--- src/rtl/lsu_mem_ctrl_pkg.sv ---
// Shared widths, encodings and payload types for the load/store memory controller.
// Optional misalignment trap is enabled by defining YSYX_23060251_MISALIGN_CHK_EN.
package lsu_mem_ctrl_pkg;

    localparam int unsigned XLEN   = 64;
    localparam int unsigned STRB_W = XLEN / 8;
    localparam int unsigned OFF_W  = 3;

    typedef enum logic [1:0] {
        SIZE_B = 2'd0,
        SIZE_H = 2'd1,
        SIZE_W = 2'd2,
        SIZE_D = 2'd3
    } size_e;

    typedef enum logic [1:0] {
        ST_IDLE = 2'd0,
        ST_REQ  = 2'd1,
        ST_WAIT = 2'd2,
        ST_DONE = 2'd3
    } state_e;

    // Memory request payload as held on the mem_* bus.
    typedef struct packed {
        logic              wen;
        logic [XLEN-1:0]   addr;
        logic [XLEN-1:0]   wdata;
        logic [STRB_W-1:0] wstrb;
    } mem_req_t;

    // True when the byte offset is not a multiple of the access size.
    function automatic logic is_misaligned(input logic [OFF_W-1:0] off, input logic [1:0] size);
        logic mis;
        mis = 1'b0;
        case (size)
            SIZE_B:  mis = 1'b0;
            SIZE_H:  mis = off[0];
            SIZE_W:  mis = |off[1:0];
            default: mis = |off;
        endcase
        return mis;
    endfunction

endpackage

--- src/rtl/lsu_align.sv ---
// Combinational lane logic: dword address, store lane shift and strobes,
// and load data extraction with sign/zero extension.
module lsu_align
    import lsu_mem_ctrl_pkg::*;
(
    input  logic              req_wen,
    input  logic [XLEN-1:0]   req_addr,
    input  logic [XLEN-1:0]   req_wdata,
    input  logic [1:0]        req_size,
    output logic [XLEN-1:0]   mem_addr_c,
    output logic [XLEN-1:0]   mem_wdata_c,
    output logic [STRB_W-1:0] mem_wstrb_c,
    input  logic [OFF_W-1:0]  ld_off,
    input  logic [1:0]        ld_size,
    input  logic              ld_signed,
    input  logic [XLEN-1:0]   ld_rdata,
    output logic [XLEN-1:0]   ld_data_c
);

    logic [STRB_W-1:0] size_mask;
    logic [XLEN-1:0]   ld_shift;

    // Store side: lanes beyond bit 63 / strobe bit 7 fall off the end.
    always_comb begin
        size_mask = 8'h01;
        case (req_size)
            SIZE_B:  size_mask = 8'h01;
            SIZE_H:  size_mask = 8'h03;
            SIZE_W:  size_mask = 8'h0F;
            default: size_mask = 8'hFF;
        endcase
        mem_addr_c  = {req_addr[XLEN-1:OFF_W], OFF_W'(0)};
        mem_wdata_c = req_wdata << {req_addr[OFF_W-1:0], 3'b000};
        mem_wstrb_c = req_wen ? (size_mask << req_addr[OFF_W-1:0]) : '0;
    end

    // Load side: move the addressed bytes to lane 0, then extend.
    always_comb begin
        ld_shift  = ld_rdata >> {ld_off, 3'b000};
        ld_data_c = ld_shift;
        case (ld_size)
            SIZE_B:  ld_data_c = {{(XLEN-8){ld_signed & ld_shift[7]}}, ld_shift[7:0]};
            SIZE_H:  ld_data_c = {{(XLEN-16){ld_signed & ld_shift[15]}}, ld_shift[15:0]};
            SIZE_W:  ld_data_c = {{(XLEN-32){ld_signed & ld_shift[31]}}, ld_shift[31:0]};
            default: ld_data_c = ld_shift;
        endcase
    end

endmodule

--- src/rtl/lsu_mem_ctrl.sv ---
// Load/store unit memory controller: one outstanding op, IDLE/REQ/WAIT/DONE handshake FSM.
// Define YSYX_23060251_MISALIGN_CHK_EN to trap misaligned ops with err_o instead of issuing them.
module lsu_mem_ctrl
    import lsu_mem_ctrl_pkg::*;
(
    input  logic              clk_i,
    input  logic              rst_i,
    input  logic              in_valid_i,
    output logic              in_ready_o,
    input  logic              wen_i,
    input  logic [XLEN-1:0]   addr_i,
    input  logic [XLEN-1:0]   wdata_i,
    input  logic [1:0]        size_i,
    input  logic              is_signed_i,
    output logic              out_valid_o,
    input  logic              out_ready_i,
    output logic [XLEN-1:0]   rdata_o,
    output logic              err_o,
    output logic              mem_req_valid_o,
    input  logic              mem_req_ready_i,
    output logic              mem_wen_o,
    output logic [XLEN-1:0]   mem_addr_o,
    output logic [XLEN-1:0]   mem_wdata_o,
    output logic [STRB_W-1:0] mem_wstrb_o,
    input  logic              mem_resp_valid_i,
    input  logic [XLEN-1:0]   mem_rdata_i
);

    state_e            state;
    mem_req_t          mem_req;
    logic [OFF_W-1:0]  ld_off;
    logic [1:0]        ld_size;
    logic              ld_signed;

    logic [XLEN-1:0]   mem_addr_c;
    logic [XLEN-1:0]   mem_wdata_c;
    logic [STRB_W-1:0] mem_wstrb_c;
    logic [XLEN-1:0]   ld_data_c;

    lsu_align u_align (
        .req_wen     (wen_i),
        .req_addr    (addr_i),
        .req_wdata   (wdata_i),
        .req_size    (size_i),
        .mem_addr_c  (mem_addr_c),
        .mem_wdata_c (mem_wdata_c),
        .mem_wstrb_c (mem_wstrb_c),
        .ld_off      (ld_off),
        .ld_size     (ld_size),
        .ld_signed   (ld_signed),
        .ld_rdata    (mem_rdata_i),
        .ld_data_c   (ld_data_c)
    );

    assign mem_wen_o   = mem_req.wen;
    assign mem_addr_o  = mem_req.addr;
    assign mem_wdata_o = mem_req.wdata;
    assign mem_wstrb_o = mem_req.wstrb;

    // Request lanes are formed at accept time so the mem_* bus is a plain register in REQ.
    always_ff @(posedge clk_i) begin
        if (rst_i) begin
            state           <= ST_IDLE;
            in_ready_o      <= 1'b1;
            out_valid_o     <= 1'b0;
            mem_req_valid_o <= 1'b0;
            mem_req         <= '0;
            rdata_o         <= '0;
            err_o           <= 1'b0;
            ld_off          <= '0;
            ld_size         <= '0;
            ld_signed       <= 1'b0;
        end else begin
            case (state)
                ST_IDLE: begin
                    if (in_valid_i) begin
                        in_ready_o    <= 1'b0;
                        ld_off        <= addr_i[OFF_W-1:0];
                        ld_size       <= size_i;
                        ld_signed     <= is_signed_i;
                        mem_req.wen   <= wen_i;
                        mem_req.addr  <= mem_addr_c;
                        mem_req.wdata <= mem_wdata_c;
                        mem_req.wstrb <= mem_wstrb_c;
`ifdef YSYX_23060251_MISALIGN_CHK_EN
                        if (is_misaligned(addr_i[OFF_W-1:0], size_i)) begin
                            state       <= ST_DONE;
                            out_valid_o <= 1'b1;
                            err_o       <= 1'b1;
                            rdata_o     <= '0;
                        end else
`endif
                        begin
                            state           <= ST_REQ;
                            mem_req_valid_o <= 1'b1;
                        end
                    end
                end
                ST_REQ: begin
                    if (mem_req_ready_i) begin
                        mem_req_valid_o <= 1'b0;
                        state           <= ST_WAIT;
                    end
                end
                ST_WAIT: begin
                    if (mem_resp_valid_i) begin
                        state       <= ST_DONE;
                        out_valid_o <= 1'b1;
                        err_o       <= 1'b0;
                        rdata_o     <= mem_req.wen ? '0 : ld_data_c;
                    end
                end
                ST_DONE: begin
                    if (out_ready_i) begin
                        out_valid_o <= 1'b0;
                        in_ready_o  <= 1'b1;
                        state       <= ST_IDLE;
                    end
                end
                default: state <= ST_IDLE;
            endcase
        end
    end

endmodule

--- config.mk ---
export PLATFORM = sky130hd
export DESIGN_NAME = lsu_mem_ctrl
export DESIGN_NICKNAME = d
export VERILOG_FILES = /design/src/rtl/lsu_mem_ctrl_pkg.sv /design/src/rtl/lsu_align.sv /design/src/rtl/lsu_mem_ctrl.sv
export SDC_FILE = /design/constraint.sdc
export NUM_CORES = 1
export LEC_CHECK = 0
export ABC_AREA = 0
export ABC_CLOCK_PERIOD_IN_PS = 2450
export CORE_MARGIN = 2
export CORE_UTILIZATION = 35
export DETAILED_ROUTE_END_ITERATION = 7
export GPL_TIMING_DRIVEN = 1
export HOLD_SLACK_MARGIN = 0.12
export REMOVE_ABC_BUFFERS = 1
export SLEW_MARGIN = 5
export SYNTH_ARGS = -nofsm -noshare
export SYNTH_HDL_FRONTEND = slang
export SYNTH_HIERARCHICAL = 1
export SYNTH_SLANG_ARGS = --single-unit
--- constraint.sdc ---
create_clock -name clk_i -period 2.45 [get_ports clk_i]
set_clock_uncertainty 0.05 [all_clocks]
set_input_delay 0.49 -clock clk_i [delete_from_list [all_inputs] [get_ports clk_i]]
set_output_delay 0.49 -clock clk_i [all_outputs]
set_load 0.005 [all_outputs]
# After elaboration in Yosys (flattened, before gate mapping)
# Index checks and enable logic that the tools add are counted.
# op_classes
n_eq_ne	11
shifts	3
n_mux	18
bitwise	3
reduce_logical	12
# op_table
cell	n
$pmux W64 S3	1
$mux W64	1
$shl A64 B6 Y64	1
$shr A64 B6 Y64	1
$pmux W8 S3	1
$reduce_and A3 Y1	3
$eq A2 B2 Y1 const B	4
$mux W2	4
$mux W8	1
$ne A2 B2 Y1 const B	4
$pmux W2 S4	1
$shl A8 B3 Y8	1
$eq A2 B1 Y1 const B	3
$logic_not A2 Y1	3
$mux W1	6
$pmux W1 S2	3
$reduce_bool A2 Y1	3
$reduce_and A2 Y1	2
$reduce_and A4 Y1	1
$and A1 B1 Y1	3
# word_totals
register_bits	209
input_bits	202
output_inout_bits	205
wordCells	59

# Longest topological paths before layout
# Gate-level depths: netlist of run 1.
# logic_depth
ltp_word	4
depth_mapped	10
depth_no_buf	6

# By module
# The synthesis of run 1 kept the hierarchy.
# by_module_without_submodules
module	n_inst	cells_per_inst	area_per_inst_um2	seq_area_each_um2
lsu_mem_ctrl	1	949	7741.2	4244.1
lsu_align	1	631	4693.3	0.0

# Least setup slack after synthesis of run 1
# Ideal clock, no wire load.
# synth_path
kind	register -> register
start	reg ld_off[1]
end	reg rdata_o[24]
setup_ns	0.132
arrival_ns	1.917
t_required_ns	2.268
setup_slack_ns	0.351
path_stages_with_launch	10
path_buffers	4
synth_period_minus_slack_ns	2.099
cell_sequence	dfxtp_1 buf_4 buf_2 buf_2 buf_2 mux4_2 a22oi_1 nand3_1 nand3b_1 a21oi_1
# synth_via
elab_chain_len	4
word_cells_on_any_way	5
cone_classes	shift (1); mux (2); bitwise (2)
# synth_rtl
item	line_no	rtl
from (decl)	lsu_mem_ctrl.sv:31	logic [OFF_W-1:0] ld_off;
from (signal assigned)	lsu_mem_ctrl.sv:78	ld_off <= addr_i[OFF_W-1:0];
$shr A64 B6 Y64 (*)	lsu_align.sv:39	ld_shift = ld_rdata >> {ld_off, 3'b000};
$and A1 B1 Y1, on equally long branches	lsu_align.sv:43, lsu_align.sv:42	
$pmux W64 S3 (*)	lsu_align.sv:41	case (ld_size)
named net ld_data_c[24]	lsu_mem_ctrl.sv:38	logic [XLEN-1:0] ld_data_c;
$mux W64 (*)	lsu_mem_ctrl.sv:110	rdata_o <= mem_req.wen ? '0 : ld_data_c;
to (signal assigned)	lsu_mem_ctrl.sv:110	
to (decl)	lsu_mem_ctrl.sv:17	output logic [XLEN-1:0] rdata_o,
# The timed path passes the listed nets; every way through them passes the cells marked *.
# A chain may end at the register's enable or synchronous reset.

# Final worst setup path of run 1
# Same ends and word-level chain as after synthesis.

==> results of run 1 <==
## cell type report
cell class,count,area (um2),share of cell area
Clock inverter,8,71.3,0.00409
Sequential cell,212,4250,0.244
Antenna cell,5,12.5,0.000718
Inverter,4,15.0,0.000861
Clock buffer,42,752,0.0431
Timing Repair Buffer,464,4760,0.273
Multi-Input combinational cell,1156,7000,0.401
Tap cell,461,577,0.0331
## kinds of logic after synthesis
| logic type | after synthesis | share of synthesized area |
|---|---|---|
| other cells | 2 | 0.000604 |
| simple gates | 646 | 0.235 |
| buf+inv | 214 | 0.0981 |
| fa+ha+maj | 6 | 0.00604 |
| compound gates | 332 | 0.144 |
| mux | 168 | 0.174 |
| flops | 212 | 0.341 |
## per-stage QoR
stage,instances,TNS [ps],instance area (um2)
global route,2351,0,17400
global placement,2297,-11260,16600
CTS,2347,0,17400
detailed placement,2297,-13150,16600
finish,2352,0,17400
floorplan,1372,-248600,11200
## power groups by stage
stage / clock network [uW] / logic [uW] / registers, uW
after floorplan: 0 / 2060 / 4330
after global placement: 0 / 4530 / 4200
after detailed placement: 0 / 4550 / 4210
after CTS: 3880 / 4580 / 4150
after global routing: 4020 / 4960 / 4200
final: 3770 / 4560 / 4150
## flip-flops by register name, indices dropped and copies added (netlist names)
name	flops
mem_wdata_o	64
mem_req_valid_o	1
rdata_o	64
mem_wstrb_o	8
mem_addr_o	64
in_ready_o	1
ld_signed	1
out_valid_o	1
ld_off	3
ld_size	2
mem_wen_o	1
state	2
## routing by layer
metal  wire, um  share of wire  up-vias  GRT usage
met1      18400           0.40     5945      0.285
met3       4990           0.11       74     0.0877
met5         23        0.00050        -          0
met4       1160          0.025        4     0.0702
met2      21600           0.47      501      0.391
li1           -              -     5955          -
## worst paths after layout
check / startpoint / end / slack [ps] / cells past startpoint
setup / recovery: ld_off[1]$_SDFFE_PP0P_ / rdata_o[24]$_SDFFE_PP0P_ / 230 / 8
hold / removal: rst_i / mem_wdata_o[53]$_SDFFE_PP0P_ / 220 / 2
setup reg to reg: ld_off[1]$_SDFFE_PP0P_ / rdata_o[24]$_SDFFE_PP0P_ / 230 / 8
hold reg to reg: rdata_o[59]$_SDFFE_PP0P_ / rdata_o[59]$_SDFFE_PP0P_ / 400 / 2
## cells in the final DEF (no fill, tap or decap), types with 35 or more instances in the layout
cell,Yosys,routed
mux4_2,35,35
mux2i_1,93,93
a21oi_1,242,242
nand2_1,419,417
clkdlybuf4s50_1,0,401
nand3b_1,64,64
o21ai_0,37,37
dfxtp_1,212,210
mux2_2,39,39
nor2_1,55,55
buf_4,78,38
==> flow_summary.json, run 1 <==
{
  "core_area_mm2": 0.0353,
  "fin_util": 0.494,
  "report.final.slew_viol_count": 0,
  "synth_cells": 1580,
  "synth_top_cells_by_count": "nand2_1 (419), a21oi_1 (242), dfxtp_1 (212), mux2i_1 (93), buf_4 (78)",
  "synthDominantAreaCellType": "dfxtp_1",
  "mappedNetlistArea_mm2": 0.0124,
  "cts_max_level": 1,
  "synth_seq_cells": 212,
  "max_slew_margin": 0.365,
  "synth_cell_types": 44,
  "antenna_found_initial": 7,
  "initial_utilization": 0.352,
  "cp.buffers_inverters": 2,
  "drcViolationCount": 0,
  "total_power_uw": 12500,
  "ys_async_sr_fraction": 0,
  "share_comb_of_total_power": 0.365,
  "synth.avg_cell_area_um2": 7.87,
  "synth-warning-count": 6,
  "synth-edff-count": 0,
  "globalRouteTotalUtil": 0.236,
  "post_layout_worst_setup_margin_ps": 226,
  "cp-end-kind": "register",
  "power.clock.fraction": 0.302,
  "fin_hold_ws_ps": 224,
  "timing.critical_path.from_type": "register",
  "min_period_over_period": 0.908,
  "synth_area_leaders": "dfxtp_1 (34%), nand2_1 (13%), a21oi_1 (9.7%), mux2i_1 (7.5%), mux4_2 (6.3%)",
  "result_of_the_run": "finished, final reports clean",
  "hpwl_um": 32500,
  "area.growth.synth_to_final_pct": 40.2,
  "fill_cells": 3362,
  "power_report.internal_total_uw": 8280,
  "setup-violations-final": 0,
  "setup.worst_path.class": "register to register",
  "numPortBuffers": 405,
  "netlist.area_leader.share": 0.341,
  "cts_buffers": 27,
  "holdCritPathClass": "primary input to register",
  "layout.nets": 2073,
  "critical_path.cell_chain": "buf_12 -> and3b_1 -> nor2b_1 -> buf_4 -> a22oi_1 -> nand3_1 -> nand3b_1 -> a21oi_1",
  "cts.repair.resized": 0,
  "power-per-cell-area_mw_per_mm2": 716,
  "p_leak_uw": 0.00636,
  "ys.flop_type": "dfxtp_1",
  "maximum_number_of_pins_on_one_net_before_global_route_repair": 93,
  "first_global_vias": 11933,
  "dpl_worst_slack_ps": -274,
  "via_per_inst": 5.31,
  "cts_max_path_buffers": 3,
  "dr_total_vias": 12479,
  "grt-ovfl-total": 0,
  "cts_setup_buffers": 0,
  "dr.first_iter.drc_count": 805,
  "wl_per_cell_um": 19.6,
  "clk-insertion-delay-late_ps": 540,
  "cts_hold_buffers": 0,
  "slowest_delay_ps": 570,
  "final_layout_size_suffix_gt1_frac": 0.0986,
  "netSwitchingFraction": 0.336,
  "cts_tree": "yes",
  "ant_nets": 0,
  "drt-pass1-iter-count": 6,
  "finalWeightedCongestion": 0.894,
  "net-switching-power_uw": 4200,
  "max_cap_viol_count": 0,
  "critical_path.max_fanout": 41,
  "die_x_um": 192,
  "synth.most_common_cell": "nand2_1",
  "design.die.area_mm2": 0.0371,
  "grt_setup_unrepaired": "false",
  "cts.reportedPaths.clkPinSlew_ps": 60,
  "pwr-share-seq": 0.332,
  "max_slew.worst_pin.slew_ps": 951,
  "grt_first_pass_wirelength_um": 68800,
  "required_ps": 2870,
  "ios": 407,
  "sequential_fraction_of_the_synthesis_area": 0.341,
  "clock_tree.root_cell": "clkbuf_16",
  "min_period_ps": 2220,
  "timing.critical_path.max_delay_family": "simple AND/OR/NAND/NOR gates",
  "fmaxAchievable_mhz": 450,
  "hold_violations": 0,
  "cp_slowest_cell": "and3b_1",
  "worst-endpoint-arrival_ps": 2650,
  "detail_route.wirelength_um": 46100,
  "tritoncts_num_sinks": 212,
  "ir_drop_mv": 0.540,
  "core.rowCount": 69,
  "fp.dieH_um": 192
}
(Power assumes the default switching activity.)
==> inputs of run 2 (changes only) <==
--- a/config.mk
+++ b/config.mk
@@ -9,6 +9,7 @@
 export ABC_CLOCK_PERIOD_IN_PS = 2450
 export CORE_MARGIN = 2
 export CORE_UTILIZATION = 35
+export CTS_CLUSTER_SIZE = 10
 export DETAILED_ROUTE_END_ITERATION = 7
 export GPL_TIMING_DRIVEN = 1
 export HOLD_SLACK_MARGIN = 0.12
@@ -18,3 +19,4 @@
 export SYNTH_HDL_FRONTEND = slang
 export SYNTH_HIERARCHICAL = 1
 export SYNTH_SLANG_ARGS = --single-unit
+export TNS_END_PERCENT = 5
==> run 2 against run 1 <==
Non-clock buffer count did not move; setup slack got worse by 9.8 ps; flip-flop and latch count did not move; largest power group unchanged; wire length fell by 0.30%; first-iteration DRC count fell by 13%.
==> flow_summary.json, run 2 (synthesis gave the netlist of run 1 again) <==
{
  "maximum_number_of_pins_on_one_net_before_global_route_repair": 93,
  "drt-pass1-iter-count": 6,
  "dr.first_iter.drc_count": 700,
  "ios": 407,
  "critical_path.cell_chain": "buf_12 -> and3b_1 -> nor2b_1 -> buf_4 -> a22oi_1 -> nand3_1 -> nand3b_1 -> a21oi_1",
  "layout.nets": 2073,
  "cts_max_path_buffers": 3,
  "result_of_the_run": "finished, final reports clean",
  "grt-ovfl-total": 0,
  "cell_area_reported_after_detailed_placement_mm2": 0.0166,
  "wl_per_cell_um": 19.7,
  "cts_hold_buffers": 0,
  "postLayoutCellArea_mm2": 0.0174,
  "required_ps": 2870,
  "fill_cells": 3358,
  "design.die.area_mm2": 0.0371,
  "placedCellCount": 2297,
  "initial_utilization": 0.352,
  "via_per_inst": 5.28,
  "max_cap_viol_count": 0,
  "ant_nets": 0,
  "multi_input_comb_area_mm2": 0.00700,
  "worst-endpoint-arrival_ps": 2650,
  "cts_buffers": 27,
  "first_global_vias": 11883,
  "cts_setup_buffers": 0,
  "fp.dieH_um": 192,
  "cts.repair.resized": 0,
  "power-per-cell-area_mw_per_mm2": 709,
  "antenna_found_initial": 6,
  "cts_tree": "yes",
  "fin_hold_ws_ps": 234,
  "slowest_delay_ps": 590,
  "area.growth.synth_to_final_pct": 39.8,
  "hold_violations": 0,
  "max_slew_margin": 0.357,
  "max_slew.worst_pin.slew_ps": 963,
  "ir_drop_mv": 0.541,
  "final_common_cell": "nand2_1",
  "report.final.slew_viol_count": 0,
  "critical_path.max_fanout": 41,
  "drcViolationCount": 0,
  "p_leak_uw": 0.00634,
  "cp.buffers_inverters": 2,
  "stdcell_count": 2340,
  "clock_tree.root_cell": "clkbuf_16",
  "timing.critical_path.from_type": "register",
  "cts.reportedPaths.clkPinSlew_ps": 60,
  "setup.worst_path.class": "register to register",
  "core_area_mm2": 0.0353,
  "grt_setup_unrepaired": "false",
  "holdCritPathClass": "primary input to register",
  "tritoncts_num_sinks": 212,
  "numPortBuffers": 405,
  "total_power_uw": 12300,
  "cts_max_level": 1,
  "cp_slowest_cell": "and3b_1",
  "timing.critical_path.max_delay_family": "simple AND/OR/NAND/NOR gates",
  "final_layout_size_suffix_gt1_frac": 0.0981,
  "dr_total_vias": 12362,
  "seqCellArea_mm2": 0.00425,
  "core.rowCount": 69,
  "setup-violations-final": 0,
  "detail_route.wirelength_um": 46000,
  "die_x_um": 192,
  "cp-end-kind": "register",
  "finalWeightedCongestion": 0.894,
  "clk-insertion-delay-late_ps": 540,
  "globalRouteTotalUtil": 0.236,
  "hpwl_um": 32500,
  "grt_first_pass_wirelength_um": 68500,
  "min_period_over_period": 0.912,
  "fmaxAchievable_mhz": 448,
  "min_period_ps": 2230,
  "final_cell_mix": "nand2_1 (417), clkdlybuf4s50_1 (401), a21oi_1 (242), dfxtp_1 (210), mux2i_1 (93)"
}
==> run 2: cell types whose count changed in the layout (fill, tap and decap cells not counted), sizes merged <==
cell and change:
clkinvlp -1, diode -1, clkbuf -10
==> run 2: through the flow <==
step	setup slack, ps	setup TNS (ps)	utilization
after floorplan	-1800	-248600	-
after detailed placement	-274	-13150	0.470
after global placement	-244	-11260	0.470
after CTS	220	0	0.492
after global routing	65.6	0	0.492
final	216	0	0.492
==> run 2: final timing paths <==
path                                               start  cells after the start  slack, ps                     endpoint
worst max-delay path              ld_off[1]$_SDFFE_PP0P_                      8        220     rdata_o[24]$_SDFFE_PP0P_
worst min-delay path                               rst_i                      2        230  mem_wdata_o[9]$_SDFFE_PP0P_
worst min register to register  rdata_o[18]$_SDFFE_PP0P_                      2        400     rdata_o[18]$_SDFFE_PP0P_
worst max register to register    ld_off[1]$_SDFFE_PP0P_                      8        220     rdata_o[24]$_SDFFE_PP0P_
==> run 2: power by group <==
part | internal (uW) | leakage, uW | total (uW) | switching (uW)
Clock | 2110 | 0.000383 | 3630 | 1520
Combinational | 2200 | 0.00423 | 4550 | 2350
Sequential | 3870 | 0.00173 | 4150 | 274
==> run 2: metal layers <==
metal	vias up	routed length (um)	global-route usage
li1	5936	-	-
met5	-	23	0
met4	4	971	0.0614
met2	496	21600	0.392
met3	61	5110	0.0858
met1	5865	18300	0.288
==> run 2: area by class of cell <==
class / count / area share
antenna: 4 / 0.000576
clock buffer: 32 / 0.0405
tap: 461 / 0.0332
sequential: 212 / 0.244
timing repair buffer: 464 / 0.274
multi-input combinational: 1156 / 0.403
clock inverter: 7 / 0.00389
inverter: 4 / 0.000864
